File: src/rtl/div32_pkg.sv
// Shared definitions for the 32-bit restoring divider: data width, counter width
// and the controller state encoding.
package div32_pkg;

    localparam int DATA_W = 32;
    localparam int CNT_W  = $clog2(DATA_W);

    typedef enum logic [1:0] {
        IDLE = 2'd0,
        RUN  = 2'd1,
        FIX  = 2'd2
    } state_t;

endpackage

File: src/rtl/div32_step.sv
// One restoring division iteration: shift in the next dividend bit, trial-subtract
// the divisor, and keep the difference only when it does not go negative.
module div_step #(
    parameter int WIDTH = 32
) (
    input  logic [WIDTH:0]   prem,
    input  logic             dvd_bit,
    input  logic [WIDTH-1:0] divisor,
    output logic [WIDTH:0]   prem_next,
    output logic             qbit
);

    logic [WIDTH+1:0] shifted;

    // The full 34-bit shifted value is compared, so no headroom bit is ever dropped.
    always_comb begin
        shifted   = {prem, dvd_bit};
        qbit      = (shifted >= {2'b00, divisor});
        prem_next = qbit ? (WIDTH+1)'(shifted - {2'b00, divisor}) : (WIDTH+1)'(shifted);
    end

endmodule

File: src/rtl/div32.sv
// Multi-cycle signed/unsigned 32-bit divider with a start/done handshake.
// It produces one quotient bit per RUN cycle, then applies the sign fix-ups in FIX.
module div32
    import div32_pkg::*;
#(
    parameter int WIDTH = DATA_W
) (
    input  logic             clk,
    input  logic             rst,
    input  logic             start,
    input  logic             sign,
    input  logic [WIDTH-1:0] a,
    input  logic [WIDTH-1:0] b,
    output logic [WIDTH-1:0] quot,
    output logic [WIDTH-1:0] rem,
    output logic             busy,
    output logic             done,
    output logic             div_zero
);

    localparam int CW = $clog2(WIDTH);

    state_t           state;
    logic [CW-1:0]    count;
    logic [WIDTH:0]   prem;
    logic [WIDTH-1:0] dvd;
    logic [WIDTH-1:0] dsr;
    logic             qneg;
    logic             rneg;
    logic [WIDTH:0]   prem_next;
    logic             qbit;

    div_step #(.WIDTH(WIDTH)) u_step (
        .prem      (prem),
        .dvd_bit   (dvd[WIDTH-1]),
        .divisor   (dsr),
        .prem_next (prem_next),
        .qbit      (qbit)
    );

    // dvd starts as the dividend magnitude; quotient bits shift in at the bottom,
    // so after the last iteration it holds the unsigned quotient.
    always_ff @(posedge clk) begin
        if (rst) begin
            state    <= IDLE;
            count    <= '0;
            prem     <= '0;
            dvd      <= '0;
            dsr      <= '0;
            qneg     <= 1'b0;
            rneg     <= 1'b0;
            quot     <= '0;
            rem      <= '0;
            busy     <= 1'b0;
            done     <= 1'b0;
            div_zero <= 1'b0;
        end else begin
            done <= 1'b0;
            case (state)
                IDLE: begin
                    if (start) begin
                        if (b == '0) begin
                            quot     <= '1;
                            rem      <= a;
                            div_zero <= 1'b1;
                            done     <= 1'b1;
                        end else begin
                            dvd   <= (sign && a[WIDTH-1]) ? -a : a;
                            dsr   <= (sign && b[WIDTH-1]) ? -b : b;
                            qneg  <= sign && (a[WIDTH-1] ^ b[WIDTH-1]);
                            rneg  <= sign && a[WIDTH-1];
                            prem  <= '0;
                            count <= CW'(WIDTH - 1);
                            busy  <= 1'b1;
                            state <= RUN;
                        end
                    end
                end
                RUN: begin
                    prem <= prem_next;
                    dvd  <= {dvd[WIDTH-2:0], qbit};
                    if (count == '0) begin
                        state <= FIX;
                    end else begin
                        count <= count - 1'b1;
                    end
                end
                FIX: begin
                    quot     <= qneg ? -dvd : dvd;
                    rem      <= rneg ? -prem[WIDTH-1:0] : prem[WIDTH-1:0];
                    div_zero <= 1'b0;
                    done     <= 1'b1;
                    busy     <= 1'b0;
                    state    <= IDLE;
                end
                default: state <= IDLE;
            endcase
        end
    end

endmodule

File: config.mk
export PLATFORM = sky130hd
export DESIGN_NAME = div32
export DESIGN_NICKNAME = d
export VERILOG_FILES = /design/src/rtl/div32_pkg.sv /design/src/rtl/div32_step.sv /design/src/rtl/div32.sv
export SDC_FILE = /design/constraint.sdc
export NUM_CORES = 1
export LEC_CHECK = 0
export CELL_PAD_IN_SITES_DETAIL_PLACEMENT = 1
export CELL_PAD_IN_SITES_GLOBAL_PLACEMENT = 1
export CORE_ASPECT_RATIO = 0.8
export CORE_MARGIN = 8
export CORE_UTILIZATION = 38
export DETAILED_ROUTE_END_ITERATION = 10
export HOLD_SLACK_MARGIN = 0.03
export PLACE_DENSITY_LB_ADDON = 0.08
export SYNTH_ARGS = -nofsm -noshare
export SYNTH_HDL_FRONTEND = slang
export SYNTH_SLANG_ARGS = --single-unit
File: constraint.sdc
create_clock -name clk -period 3.6 [get_ports clk]
set_input_delay 0.54 -clock clk [delete_from_list [all_inputs] [get_ports clk]]
set_output_delay 0.54 -clock clk [all_outputs]
set_load 0.01 [all_outputs]
* Yosys cells after proc, flatten, opt, wreduce, memory -nomap -nowiden
Index checks and enable logic that the tools add are counted.
** Operators by class
- $lt $le $gt $ge :: 1
- Add/subtract/negate cells :: 6
- Equal/unequal tests :: 7
- Bitwise operators :: 2
- Reduce and logical (&&, ||, !) cells :: 14
- Mux-type cells :: 34
** Operators with widths (count)
- 32-bit two-way mux :: 10
- 32-bit one-hot mux with 2 select lines :: 3
- 32-bit negator :: 4
- 33-bit two-way mux :: 3
- 33-bit one-hot mux with 2 select lines :: 1
- 34-bit by 32-bit greater-or-equal comparator with 1-bit output :: 1
- 33-bit by 32-bit subtractor with 33-bit output :: 1
- 32-bit logical NOT :: 1
- 5-bit two-way mux :: 3
- 3-bit AND reduction :: 5
- 2-bit inequality test (second input constant) :: 5
- 5-bit one-hot mux with 2 select lines :: 1
- 1-bit two-way mux :: 6
- 2-bit two-way mux :: 3
- 1-bit one-hot mux with 2 select lines :: 3
- 5-bit logical NOT :: 1
- 5-bit by 1-bit subtractor with 5-bit output (second input constant) :: 1
- 2-bit one-hot mux with 2 select lines :: 1
- 4-bit AND reduction :: 1
- 2-bit nonzero test :: 2
- 1-bit logical AND :: 3
- 2-bit by 1-bit equality test with 1-bit output (second input constant) :: 1
- 2-bit equality test (second input constant) :: 1
- 2-bit logical NOT :: 1
- 2 further kinds :: 2
** Word-level totals
- Word-level logic and storage cells :: 76
- Register bits :: 173

* Longest topological paths before layout
- Word-level depth :: 5
- Mapped depth :: 16
- Depth with buffers taken out :: 14

* By module
A second synthesis with hierarchy kept.
** Unflattened totals
- Cells, all modules :: 1424
- Area, all modules :: 11307.1 µm²
** By module, submodules not included
- div32 :: cells an instance 1078, times used 1, area each 9116.2 µm²
- div_step :: cells an instance 346, times used 1, area each 2190.9 µm²

* Worst setup path after synthesis
OpenSTA, ideal clock, no wires.
- Kind :: register to register
- Start point :: register dvd[31]
- End point :: register prem[11]
- Setup time :: 74 ps
- Stages on the path, launching flop included :: 16
- Buffers on the path :: 2
- Setup slack :: 66 ps
- Clock period less this slack :: 3534 ps
- Data arrival time :: 3459 ps
- Cells stage by stage :: dfxtp_1 inv_1 ha_1 inv_1 fa_1 a21o_1 a31o_2 o21ai_1 a32oi_1 a2111oi_0 nand2_1 a21oi_1 clkbuf_1 buf_2 a21oi_1 o21ai_0
** Between the ends
- Longest elaborated chain between the ends :: 3
- Elaborated cells on any way between the ends :: 4
** RTL lines
- start, declared :: RTL line div32.sv:26 : logic [WIDTH-1:0] dvd;
- start signal, assigned :: RTL line div32.sv:68 : dvd <= (sign && a[WIDTH-1]) ? -a : a;
- start signal, assigned :: RTL line div32.sv:81 : dvd <= {dvd[WIDTH-2:0], qbit};
- 33-bit by 32-bit subtractor with 33-bit output or 34-bit by 32-bit greater-or-equal comparator with 1-bit output (tied branches) :: RTL line div32_step.sv:19, div32_step.sv:18
- 33-bit two-way mux (*) :: RTL line div32_step.sv:19 : prem_next = qbit ? (WIDTH+1)'(shifted - {2'b00, divisor}) : (WIDTH+1)'(shifted);
- 33-bit one-hot mux with 2 select lines (*) :: RTL line div32.sv:59 : case (state)
- end signal, assigned :: RTL line div32.sv:80 : prem <= prem_next;
- end, declared :: RTL line div32.sv:25 : logic [WIDTH:0] prem;
Mark *: on every way between the ends. The rest lies on a longest branch, timed or not.
A chain may end at the register's enable or synchronous reset.

* Worst setup path in the final report
- Start point :: register dvd[7]
- End point :: register quot[30]
** Between the ends
- Longest elaborated chain between the ends :: 3
** RTL lines
- 32-bit negator :: RTL line div32.sv:89 : quot <= qneg ? -dvd : dvd;
- 32-bit two-way mux :: RTL line div32.sv:89
- 32-bit one-hot mux with 2 select lines :: RTL line div32.sv:59
- end signal, assigned :: RTL line div32.sv:89
- end, declared :: RTL line div32.sv:14 : output logic [WIDTH-1:0] quot,
No other way between the ends.

==> flow_metrics.py <==
metrics = {
    "synth": {
        "async_flop_share": 0,
        "synth_area_um2": 10900,
        "syn_inst": 1438,
        "syn_area_per_cell_um2": 7.59,
        "seq_area_frac_synth": 0.317,
        "yosys_warnings": 0,
        "ys_types": 63,
        "ys.flop_type": "dfxtp_1",
        "synth-edff-count": 0,
        "syn-num-nets": 1545,
        "ys_ff_latch": 173,
    },
    "clock_tree": {
        "clock_sinks": 173,
        "cts_root_buffer": "clkbuf_16",
        "clk_latency_ns": 0.46,
        "htreeDepth": 4,
        "cts-buffers-inserted": 17,
        "clk_path_buf_depth": 2,
        "clk_pin_slew_ns": 0.07,
        "cts_tree": "built",
    },
    "worst_setup_path": {
        "regToRegSetupSlack_ns": 0.07,
        "cp_data_arrival_time_ns": 3.89,
        "end_kind": "flop",
        "reg2reg_to": "quot[30]",
        "path_max_fanout": 4,
        "setup.worst_path.start": "dvd[7]",
        "cp.required_ns": 3.96,
        "crit_path_start_kind": "flop",
        "path_class": "flop to flop",
        "rr_startpoint": "dvd[7]",
        "reg2reg_depth": 10,
    },
    "place": {
        "io_buffers": 134,
        "dp_hpwl_um": 31500,
        "place_area_um2": 12900,
        "pre_cts_ws_ns": 0.0167,
        "gp_congestion": 0.869,
    },
    "global_route": {
        "grt_pass1_wl_um": 65100,
        "antenna_found_initial": 0,
        "grt_use_total": 0.238,
        "first_global_vias": 11000,
        "overflow": 0,
        "grt_max_degree": 111,
    },
    "floorplan": {
        "coreArea_um2": 28300,
        "num_rows": 55,
        "die_h_um": 168,
        "start_util": 0.386,
        "io_pins": 135,
        "dieArea_um2": 34400,
        "chipWidth_um": 205,
    },
    "timing": {
        "holdWs_ns": 0.460,
        "fin_crit_sh": 0.981,
        "worst_pin_slew_ns": 1.14,
        "rsz0062_at_grt": "true",
        "finalSetupViolations": 0,
        "slew_headroom": 0.241,
        "hold_viol": 0,
        "slew_violations": 0,
        "fin_skew_ns": 0.0149,
        "worst_slack_ns": 0.0670,
        "min_period_ns": 3.53,
        "fmax_ghz": 0.283,
    },
    "detailed_routing": {
        "drt_first_pass_iters": 5,
        "drt-total-wl_um": 41600,
        "vias": 11100,
        "drc_errors": 0,
        "routedWlPerCell_um": 21.3,
        "ant_nets": 0,
        "dr.first_iter.drc_count": 759,
        "viasPerCell": 5.71,
    },
    "min_path": {
        "hold_path_depth": 2,
        "hold_start": "busy",
        "hold_end": "busy",
        "hp-class": "flop to flop",
    },
    "finish": {
        "area_delta_synth_final_pct": 25.1,
        "final_core_util": 0.483,
        "n_antenna_cell": 0,
        "final_area_um2": 13700,
        "final_nets": 1673,
        "drive_gt1_frac": 0.0842,
    },
    "pwr": {
        "power.density_nw_per_um2": 663,
        "irDropWorstVdd_uv": 491,
        "p_leak_nw": 5.12,
    },
    "status": {
        "status": "completed",
    },
    "run": {
        "max-cap-violations": 0,
    },
}
-- cell usage after synthesis, types with 23 or more instances --
| cell | number | area [um2] |
|---|---|---|
| nand2_1 | 193 | 724 |
| o211ai_1 | 27 | 203 |
| o31ai_1 | 26 | 195 |
| inv_1 | 55 | 206 |
| a311oi_1 | 33 | 289 |
| a211oi_1 | 45 | 338 |
| clkbuf_1 | 87 | 327 |
| nor2_1 | 172 | 646 |
| o21ai_0 | 69 | 345 |
| nand3_1 | 23 | 115 |
| ha_1 | 38 | 475 |
| a21oi_1 | 98 | 490 |
| xnor2_1 | 78 | 683 |
| nor3_1 | 38 | 190 |
| xor2_1 | 73 | 639 |
| dfxtp_1 | 173 | 3460 |
-- cell type report --
cell class | instances | area, um2
clock buffers | 18 | 439
clock inverters | 14 | 153
fillers | 3429 | 14600
inverters | 55 | 206
multi-input cells | 1116 | 6990
flip-flops and latches | 173 | 3470
well taps | 370 | 463
repair buffers | 203 | 1930
-- stage by stage --
stage                     std cells  power, W  setup TNS, ns
after floorplan                1438   0.00540              0
after global placement         1909   0.00691              0
after detailed placement       1909   0.00702              0
after CTS                      1941   0.00895              0
after global routing           1949   0.00966        -0.0693
final                          1949   0.00905              0
-- placed cells by master (no fill, tap or decap), drive strengths merged, types with 8 or more instances in the layout --
cell / n
a21o: 11
a31oi: 15
nor2: 172
or3: 16
dfxtp: 173
a211oi: 45
buf: 70
nand2: 193
and2: 9
a21oi: 98
o22ai: 8
a311oi: 33
o21ai: 71
xnor2: 78
nand3: 23
o31ai: 28
clkdlybuf4s50: 133
nor4: 18
or4: 14
o41ai: 12
ha: 38
clkbuf: 18
nand2b: 13
o211ai: 27
nor3: 38
a221oi: 22
xor2: 73
inv: 61
-- cells by family after synthesis --
kind of cell,after synthesis,synth area share
and+or+nand+nor,524,0.215
AOI/OAI and AO/OA,398,0.246
DFF,173,0.317
xor gates and xnor gates,151,0.121
buffers and inverters,149,0.0515
adders and majority gates,39,0.0454
muxes,4,0.00367
-- flip-flops by register name, indices dropped and copies added, names as in the netlist --
signal / count
busy: 1
count: 5
div_zero: 1
done: 1
dsr: 32
dvd: 32
prem: 33
qneg: 1
quot: 32
rem: 32
rneg: 1
state: 2
-- routing by layer --
layer	GRT usage	share of wire	wire (um)	up-vias
met5	0	0	0	-
met4	0.0462	0.011	452	0
met3	0.0571	0.061	2550	28
met2	0.320	0.40	16700	260
met1	0.372	0.53	21900	5459
li1	-	-	-	5387
-- where the power goes --
group          switching (W)  total [W]  internal (W)
Clock               0.000911    0.00191       0.00100
Combinational        0.00279    0.00471       0.00191
Sequential          0.000295    0.00243       0.00213
-- critical path: stages, from the launching register on --
cell	delay [ns]
dfxtp_4	0.36
or4_4	0.54
or3_4	0.38
or2_4	0.24
or4_4	0.42
or3_4	0.39
or2_4	0.28
o41ai_4	0.32
nand2_1	0.14
xnor2_2	0.16
a211oi_2	0.21
-- how the worst max path moves through the flow --
| stage | slack, ns | endpoint |
|---|---|---|
| floorplan | 0.07 | prem[11] |
| global placement | 0.11 | rem[1] |
| detailed placement | 0.02 | quot[30] |
| CTS | 0.06 | quot[30] |
| global route | -0.05 | quot[30] |
| finish | 0.07 | quot[30] |
-- repair_timing --
item	in CTS	in global routing
resized for setup	1	16
setup buffers	0	8
setup endpoints to repair	1	7
pin swaps	0	10
hold buffers	0	0
(Power assumes the default switching activity.)
